===== src/rtl/usb_rx_bit_decoder.sv =====
// usb_rx_bit_decoder: USB full-speed receive front end.
// Recovers bit timing from the synchronized D+/D- pair, NRZI-decodes each
// sampled bit, strips stuffed bits and feeds serial_in/shift_enable to the
// receive shift register. Also flags byte boundaries, EOP and stuff errors.
//
// Optional build macro USB_RX_RESYNC_EN: when defined, every D+ transition
// seen in RUN outside the sample cycle reloads the bit timer, so sampling
// re-centres on each data edge. When undefined the timer free-runs from the
// start-of-packet edge until the decoder returns to IDLE.
module usb_rx_bit_decoder #(
    parameter int CLKS_PER_BIT = 8,
    parameter int SAMPLE_PHASE = 3
) (
    input  logic clk,
    input  logic n_rst,
    input  logic d_plus,
    input  logic d_minus,
    output logic serial_in,
    output logic shift_enable,
    output logic byte_received,
    output logic eop,
    output logic stuff_err,
    output logic packet_active
);

    localparam int TIMER_W = $clog2(CLKS_PER_BIT);
    localparam logic [TIMER_W-1:0] TIMER_LAST   = TIMER_W'(CLKS_PER_BIT - 1);
    localparam logic [TIMER_W-1:0] TIMER_SAMPLE = TIMER_W'(SAMPLE_PHASE);
    localparam logic [TIMER_W-1:0] TIMER_ONE    = TIMER_W'(1);

    // Six consecutive ones force a stuffed zero on the wire.
    localparam logic [2:0] STUFF_LIMIT = 3'd6;

    localparam logic [1:0] IDLE     = 2'd0;
    localparam logic [1:0] RUN      = 2'd1;
    localparam logic [1:0] EOP_WAIT = 2'd2;

    logic [1:0]         state_reg, state_next;
    logic [TIMER_W-1:0] bit_timer_reg, bit_timer_next;
    logic               prev_level_reg, prev_level_next;
    logic [2:0]         ones_count_reg, ones_count_next;
    logic [2:0]         bit_count_reg, bit_count_next;
    logic               d_plus_q_reg;

    logic serial_in_reg, serial_in_next;
    logic shift_enable_reg, shift_enable_next;
    logic byte_received_reg, byte_received_next;
    logic eop_reg, eop_next;
    logic stuff_err_reg, stuff_err_next;
    logic packet_active_reg;

    logic falling_edge;
    logic sample_event;
    logic line_se0;
    logic line_j;
    logic decoded_bit;

    assign falling_edge = d_plus_q_reg & ~d_plus;
    assign sample_event = (state_reg != IDLE) && (bit_timer_reg == TIMER_SAMPLE);
    assign line_se0     = ~d_plus & ~d_minus;
    assign line_j       = d_plus & ~d_minus;
    // NRZI: no transition means 1, a transition means 0.
    assign decoded_bit  = (d_plus == prev_level_reg);

    // Next-state logic: bit timing, NRZI decode, destuffing and pulse generation.
    always_comb begin
        state_next         = state_reg;
        bit_timer_next     = (bit_timer_reg == TIMER_LAST) ? '0 : bit_timer_reg + TIMER_ONE;
        prev_level_next    = prev_level_reg;
        ones_count_next    = ones_count_reg;
        bit_count_next     = bit_count_reg;
        serial_in_next     = serial_in_reg;
        shift_enable_next  = 1'b0;
        eop_next           = 1'b0;
        stuff_err_next     = 1'b0;
        // The 8th accepted bit wraps the count to zero as it is shifted, so the
        // pulse lands one cycle after that shift when the register is complete.
        byte_received_next = shift_enable_reg && (bit_count_reg == 3'd0);

        case (state_reg)
            IDLE: begin
                bit_timer_next = '0;
                if (falling_edge) begin
                    state_next = RUN;
                end
            end

            RUN: begin
                if (sample_event) begin
                    if (line_se0) begin
                        eop_next   = 1'b1;
                        state_next = EOP_WAIT;
                    end else begin
                        prev_level_next = d_plus;
                        if (ones_count_reg == STUFF_LIMIT) begin
                            if (!decoded_bit) begin
                                // Stuffed zero: drop it silently.
                                ones_count_next = 3'd0;
                            end else begin
                                stuff_err_next = 1'b1;
                                state_next     = EOP_WAIT;
                            end
                        end else begin
                            shift_enable_next = 1'b1;
                            serial_in_next    = decoded_bit;
                            ones_count_next   = decoded_bit ? ones_count_reg + 3'd1 : 3'd0;
                            bit_count_next    = bit_count_reg + 3'd1;
                        end
                    end
                end
`ifdef USB_RX_RESYNC_EN
                else if (d_plus != d_plus_q_reg) begin
                    // Data edge between samples: restart the bit time here.
                    bit_timer_next = '0;
                end
`endif
            end

            EOP_WAIT: begin
                // Wait for the line to return to J; edges here never restart a packet.
                if (sample_event && line_j) begin
                    state_next      = IDLE;
                    bit_timer_next  = '0;
                    bit_count_next  = 3'd0;
                    ones_count_next = 3'd0;
                    prev_level_next = 1'b1;
                end
            end

            default: begin
                state_next     = IDLE;
                bit_timer_next = '0;
            end
        endcase
    end

    // State and output registers with synchronous active-low reset.
    always_ff @(posedge clk) begin
        if (!n_rst) begin
            state_reg         <= IDLE;
            bit_timer_reg     <= '0;
            prev_level_reg    <= 1'b1;
            ones_count_reg    <= 3'd0;
            bit_count_reg     <= 3'd0;
            d_plus_q_reg      <= 1'b1;
            serial_in_reg     <= 1'b1;
            shift_enable_reg  <= 1'b0;
            byte_received_reg <= 1'b0;
            eop_reg           <= 1'b0;
            stuff_err_reg     <= 1'b0;
            packet_active_reg <= 1'b0;
        end else begin
            state_reg         <= state_next;
            bit_timer_reg     <= bit_timer_next;
            prev_level_reg    <= prev_level_next;
            ones_count_reg    <= ones_count_next;
            bit_count_reg     <= bit_count_next;
            d_plus_q_reg      <= d_plus;
            serial_in_reg     <= serial_in_next;
            shift_enable_reg  <= shift_enable_next;
            byte_received_reg <= byte_received_next;
            eop_reg           <= eop_next;
            stuff_err_reg     <= stuff_err_next;
            packet_active_reg <= (state_next != IDLE);
        end
    end

    assign serial_in     = serial_in_reg;
    assign shift_enable  = shift_enable_reg;
    assign byte_received = byte_received_reg;
    assign eop           = eop_reg;
    assign stuff_err     = stuff_err_reg;
    assign packet_active = packet_active_reg;

endmodule


===== config.mk =====
export PLATFORM = sky130hd
export DESIGN_NAME = usb_rx_bit_decoder
export DESIGN_NICKNAME = d
export VERILOG_FILES = /design/src/rtl/usb_rx_bit_decoder.sv
export SDC_FILE = /design/constraint.sdc
export NUM_CORES = 1
export LEC_CHECK = 0
export ABC_CLOCK_PERIOD_IN_PS = 2800
export CORE_UTILIZATION = 47
export CTS_CLUSTER_SIZE = 28
export DETAILED_ROUTE_END_ITERATION = 16
export PLACE_DENSITY = 0.7
export SETUP_SLACK_MARGIN = 0.5
export SLEW_MARGIN = 20
export SYNTH_ARGS = -nofsm -noshare
export SYNTH_HDL_FRONTEND = slang
export SYNTH_SLANG_ARGS = --single-unit
export TNS_END_PERCENT = 20

===== constraint.sdc =====
create_clock -name clk -period 2.8 [get_ports clk]
set_clock_uncertainty 0.15 [all_clocks]
set_input_delay 0.28 -clock clk [delete_from_list [all_inputs] [get_ports clk]]
set_output_delay 0.28 -clock clk [all_outputs]
set_load 0.01 [all_outputs]

Word level (Yosys, flattened, before mapping)
Cells that the tools add are included.

cells by class
  add/sub/neg operators = 3
  eq/ne operators = 11
  muxes and demuxes = 28
  bitwise gates (word level) = 10
  reductions and logical operators = 15

operator list
  cell                                           number
  2-to-1 mux 3 bit                               11
  case mux 3 bit (2 select lines)                3
  2-to-1 mux 2 bit                               6
  AND reduction 5 bit                            2
  adder 3 x 1 -> 3 bit, second input constant    3
  inequality test 2 bit, second input constant   4
  AND reduction 4 bit                            2
  inverter 1 bit                                 7
  == test 3 bit, second input constant           2
  2-to-1 mux 1 bit                               6
  case mux 2 bit (3 select lines)                1
  nonzero test 2 bit                             3
  OR reduction 5 bit                             1
  OR reduction 4 bit                             1
  AND 1 bit                                      3
  == test 3 x 2 -> 1 bit, second input constant  1
  logical AND 1 bit                              3
  logical NOT 3 bit                              1
  inequality test 3 bit, second input constant   1
  AND reduction 3 bit                            1
  == test 2 x 1 -> 1 bit, second input constant  1
  == test 2 bit, second input constant           1
  logical NOT 2 bit                              1
  case mux 1 bit (2 select lines)                1
  == test 1 bit                                  1

word-level totals
  word-level logic and storage cells = 79
  register bits = 19
  output and inout port bits = 6

Depth between registers and ports, before layout
Gate-level depths: netlist of the first run.

  word-level depth = 7
  gate-level depth with buffers = 8
  gate-level depth less buffers = 6

Least setup slack after synthesis of the first run
OpenSTA, ideal clock, no wires.

  kind = reg-to-reg
  from = register state_reg[0]
  to = register bit_count_reg[2]
  stages on the path, launching flop included = 7
  data arrival time = 1.636 ns
  path buffers = 0
  slack = 0.944 ns
  period minus slack after synthesis = 1.856 ns
  library setup time = 0.070 ns
  data required time = 2.580 ns
  cells stage by stage = dfxtp_1 -> inv_1 -> ha_1 -> and2b_1 -> o221ai_2 -> or4_1 -> a21boi_1

on the way
  longest elaborated chain between the ends = 5

RTL lines
  what                             line  text
  from (decl)                      38    logic [1:0] state_reg, state_next;
  from (signal assigned)           153   state_reg <= state_next;
  nonzero test 2 bit               59    assign sample_event = (state_reg != IDLE) && (bit_timer_reg == TIMER_SAMPLE);
  logical AND 1 bit                59
  logical AND 1 bit                121   if (sample_event && line_j) begin
  inequality test 2 bit (no line)  -
  AND reduction 5 bit (no line)    -
  to (signal assigned)             157   bit_count_reg <= bit_count_next;
  to (decl)                        42    logic [2:0] bit_count_reg, bit_count_next;

Several ways; a longest one is shown, not always the timed one.
A chain may end at the register's enable or synchronous reset.

Worst setup path in the final report of the first run
Same ends and word-level chain as after synthesis.

==> results of run 1 <==
-- cell families (layout without fill, tap and decap cells) --
group / Yosys count / count (layout) / share of synthesized area, %
xor gates and xnor gates: 1 / 1 / 0.8580
AOI/OAI and AO/OA: 30 / 30 / 20.10
buffers and inverters: 15 / 23 / 6.863
and+or+nand+nor: 36 / 36 / 21.45
adders and majority gates: 11 / 11 / 13.48
DFF: 19 / 19 / 37.25
-- per-layer routing --
layer,routed length [µm],vias up,part of all wire (%)
met2,886,12,50
li1,-,411,-
met4,24,0,1.4
met5,0,-,0
met1,779,376,44
met3,73,5,4.1
-- cell type report --
cell class | count | area, µm²
well taps | 27 | 33.78
clock buffers | 4 | 26.28
fillers | 187 | 852.1
flip-flops and latches | 19 | 380.4
repair buffers | 9 | 90.09
inverters | 10 | 37.54
multi-input cells | 78 | 581.8
-- timing repair --
| action | CTS | global route |
|---|---|---|
| setup buffers | 0 | 0 |
| hold buffers | 0 | 0 |
| setup endpoints to repair | 0 | 1 |
| resized for setup | 0 | 1 |
-- layout by cell type (no fill, tap or decap) --
cell,instances
nor2_1,7
nor2b_1,2
or4b_1,2
ha_1,11
a21boi_1,3
and4b_1,1
nor2b_2,1
clkbuf_1,1
o221ai_4,1
inv_1,10
clkdlybuf4s50_1,9
xor2_1,1
o211ai_1,1
a21oi_1,6
o221ai_1,1
and2b_1,1
o31ai_1,3
dfxtp_1,19
or2b_2,1
o311ai_0,2
o31a_2,1
o211a_1,1
clkbuf_4,3
a21o_2,1
and3_1,1
o21bai_1,1
nor3b_1,1
nor2b_4,1
or2_2,1
nand3_1,2
nand2_1,4
nor3_1,4
or3_1,3
nand2b_1,2
o21ai_0,9
or4_1,2
-- synthesized netlist by cell type (2+ instances only) --
library cell  number  area share (%)
a21boi_1           3             2.2
a21oi_1            6             2.9
buf_2              2            0.98
dfxtp_1           19              37
ha_1              11              13
inv_1             10             3.7
nand2_1            4             1.5
nand2b_1           2             1.2
nand3_1            2            0.98
nor2_1             7             2.6
nor2b_1            2             1.2
nor3_1             4             2.0
o21ai_0            9             4.4
o311ai_0           2             1.7
o31ai_1            3             2.2
or3_1              3             1.8
or4_1              2             1.5
or4b_1             2             2.0
-- through the flow --
stage	setup slack, ps	cell area [µm²]	std cells	utilization [%]	total power [mW]
after global routing	526.7	1150	147	57.44	0.4803
after global placement	651.4	1112	143	55.56	0.3233
after floorplan	943.9	1021	112	-	0.3114
after detailed placement	599.3	1112	143	55.56	0.3247
final	649.9	1150	147	57.44	0.4552
after CTS	605.4	1139	147	56.88	0.4610
-- power breakdown --
group / internal (mW) / total [mW] / switching [mW] / leakage [nW]
Sequential: 0.274 / 0.277 / 0.00286 / 0.154
Combinational: 0.0186 / 0.0425 / 0.0239 / 0.269
Clock: 0.0555 / 0.136 / 0.0801 / 0.0150
-- final timing paths --
path	depth (start not counted)	to	from
worst max register to register	6	bit_count_reg[2]	state_reg[0]
worst max-delay path	6	bit_count_reg[2]	state_reg[0]
worst min-delay path	1	bit_timer_reg[0]	bit_timer_reg[0]
worst min register to register	1	bit_timer_reg[0]	bit_timer_reg[0]
==> out/qor.yml, run 1 <==
drt_first_pass_iters: 5
outcome: "finished clean"
cap_violations: 0
synth.distinct_cells: 37
async_flop_share_pct: 0
cts.sinks: 19
dr.first_iter.drc_count: 16
drv_slew: 0
max_stage_delay_ps: 550
yosysWarnings: 0
ys.flop_type: "dfxtp_1"
htree_levels: 1
max_freq_mhz: 465.1
cts_tree: "done"
vias: 804
avgSynthCellArea_um2: 9.116
arrival_ps: 2240
hpwl_um: 1314
antenna_found_initial: 0
path_cells: "inv_1 -> ha_1 -> and2b_1 -> o221ai_4 -> or4_1 -> a21boi_1"
grt_overflow: 0
slew_headroom_pct: 69.07
power.density_nw_per_um2: 395.9
antenna_left: 0
critPathMaxFanout: 15
drt-vias-per-instance: 5.469
syn_nets: 127
reg2reg_slack_ps: 650
n_antenna_cell: 0
cp_data_required_time_ps: 2890
met3_usage_pct: 5.660
clk_path_buf_depth: 2
fp-row-count: 16
grt_pass1_vias: 690
path_clk_slew_ps: 100
cp_num_buf_inv: 1
synth-edff-count: 0
grt_pass1_wl_um: 2960
critPathLaunchType: "flip-flop"
place.gp.congestion: 0.7833
syn_inst: 112
vdd_drop_max_mv: 0.2357
end_kind: "flip-flop"
die_w_um: 48.61
grt_max_degree: 16
ios: 10
syn_area_um2: 1021
nNetsFinal: 136
postSynthRegisterBits: 19
tns_ps: 0
p_leak_nw: 0.4378
track_usage_pct: 16.28
use_met2_pct: 28.70
cp_top_family: "simple AND/OR/NAND/NOR gates"
dieHeight_um: 48.61
cts_made_buffers: 3
rsz0062_at_grt: "no"
wl_per_cell_um: 12.00
drc_errors: 0
core_um2: 2002
hold_ws_ps: 286.1
die_area_um2: 2362
initial_utilization_pct: 51.00
area_delta_synth_final_pct: 12.62
clkLatencyLatePin_ps: 300
layout-drive-gt1-share_pct: 8.333
crit_path_top_delay_cell: "or4_1"
clock-root-buffer: "clkbuf_4"
grt-busiest-layer: "met2"
hold_viol_final: 0
drt-total-wl_um: 1764
finalCritPeriodShare_pct: 76.79
max_slew.worst_pin.slew_ps: 458.1
hold_class: "flip-flop to flip-flop"
setup_violations: 0
fin_crit_ps: 2150
use_met1_pct: 17.86
critPathKind: "flip-flop to flip-flop"
yosysSeqAreaShare_pct: 37.25
portBuffers: 9
(Power assumes the default switching activity.)
==> run 2, diff against run 1 <==
Settings changed: ABC_CLOCK_PERIOD_IN_PS 2800 to 1800, PLACE_DENSITY 0.7 to 0.72.
Clock period 2.8 ns to 1.8 ns, I/O delays scaled along.
==> out/qor.yml, run 2 (synthesis gave the netlist of run 1 again) <==
outcome: "finished with violations"
violations: "setup timing"
cp_data_required_time_ps: 1890
drt-total-wl_um: 2510
drt_first_pass_iters: 4
cts.sinks: 19
reg2reg_slack_ps: -50
vdd_drop_max_mv: 0.5507
critPathLaunchType: "flip-flop"
fp-row-count: 16
grt_overflow: 0
place.gp.congestion: 0.7781
reg2regPathDepth: 7
clkLatencyLatePin_ps: 300
slew_headroom_pct: 67.73
hold_viol_final: 0
instances_no_fill: 175
max_slew.worst_pin.slew_ps: 482.6
rsz0062_at_grt: "yes"
timing.final.ws_setup_ps: -51.05
cts_tree: "done"
area_delta_synth_final_pct: 49.63
hold_class: "flip-flop to flip-flop"
core_um2: 2002
track_usage_pct: 22.73
critPathKind: "flip-flop to flip-flop"
cap_violations: 0
grt_pass1_wl_um: 4188
fin_crit_ps: 1851
die_area_um2: 2362
reg2reg_to: "ones_count_reg[1]"
antenna_found_initial: 0
clock-root-buffer: "clkbuf_4"
end_kind: "flip-flop"
nFillCells: 127
p_leak_nw: 0.6198
dieHeight_um: 48.61
crit_start: "state_reg[1]"
cts_made_buffers: 3
initial_utilization_pct: 51.00
die_w_um: 48.61
r2r_start: "state_reg[1]"
grt_max_degree: 12
dp_cells: 160
ios: 10
drt-vias-per-instance: 5.549
grt_pass1_vias: 969
place_ws_ps: -210.5
portBuffers: 9
drv_slew: 0
antenna_left: 0
hpwl_um: 1553
nNetsFinal: 164
wl_per_cell_um: 14.34
max_freq_mhz: 540.2
n_antenna_cell: 0
hold_ws_ps: 286.7
arrival_ps: 1940
power.density_nw_per_um2: 501.1
path_clk_slew_ps: 100
dr.first_iter.drc_count: 30
drc_errors: 0
clk_path_buf_depth: 2
htree_levels: 1
layout-drive-gt1-share_pct: 40.54
crit_end: "ones_count_reg[1]"
vias: 971
layout_common_cells: "buf_4 (25), dfxtp_1 (15), inv_1 (8), o21ai_0 (8), nor2_1 (7)"
finalCritPeriodShare_pct: 102.8
setup_violations: 7
layout.cells.most_common: "buf_4"
critPathMaxFanout: 4
[run 2: changes by cell type in the layout (fill, tap and decap cells not counted), sizes merged]
| cell | before | now |
|---|---|---|
| buf | 0 | 27 |
| clkdlybuf4s50 | 9 | 3 |
| dlygate4sd2 | 0 | 6 |
| o221ai | 2 | 3 |
[run 2: cell type report]
class | instances | area [µm²] | area share, %
Tap cell | 27 | 33.78 | 2.211
Sequential cell | 19 | 390.4 | 25.55
Timing Repair Buffer | 36 | 292.8 | 19.16
Multi-Input combinational cell | 79 | 742.0 | 48.57
Inverter | 10 | 42.54 | 2.785
Clock buffer | 4 | 26.28 | 1.720
[run 2: metal layers]
layer / wire (µm) / share of wire [%] / GRT usage, % / vias to the layer above
li1: - / - / - / 474
met1: 1007 / 40 / 24.37 / 483
met2: 1415 / 56 / 43.52 / 11
met3: 77 / 3.1 / 5.975 / 3
met4: 10 / 0.40 / 5.392 / 0
met5: 0 / 0 / 0 / -
[run 2: critical path, cell delays in order (launching register included)]
cell      delay, ps
dfxtp_4         390
inv_4            50
ha_4            160
and2b_2         270
buf_6           120
o221ai_4        110
or3_4           420
a21oi_2         120
[run 2: how the worst min path moves through the flow]
stage | from | to | slack, ps | cells past startpoint
floorplan | d_minus | eop | 110 | 1
global placement | bit_timer_reg[0] | bit_timer_reg[0] | 260 | 1
detailed placement | bit_timer_reg[0] | bit_timer_reg[0] | 270 | 1
CTS | bit_timer_reg[0] | bit_timer_reg[0] | 300 | 1
global route | bit_timer_reg[0] | bit_timer_reg[0] | 300 | 1
finish | bit_timer_reg[0] | bit_timer_reg[0] | 290 | 1
[run 2: where the power goes]
| part | switching, mW | internal [mW] | leakage [nW] | total [mW] |
|---|---|---|---|---|
| registers | 0.00567 | 0.426 | 0.156 | 0.431 |
| logic | 0.0582 | 0.0608 | 0.448 | 0.119 |
| clock network | 0.129 | 0.0865 | 0.0150 | 0.215 |
[run 2: stage by stage]
step	utilization (%)	TNS (ps)	power (mW)	area [µm²]
after floorplan	-	0	0.4880	1041
after global placement	62.81	-1135	0.5287	1257
after detailed placement	62.81	-1924	0.5318	1257
after CTS	72.19	-112.2	0.7630	1445
after global routing	76.31	-851.3	0.8049	1528
final	76.31	-228.8	0.7656	1528
[run 2: what timing repair did]
action,in CTS,in global routing
endpoints found under the hold margin,0,0
pin swaps,7,9
gates cloned,1,0
gates resized for setup,26,14
hold buffers,0,0
setup buffers,6,4
endpoints found under the setup margin,23,17
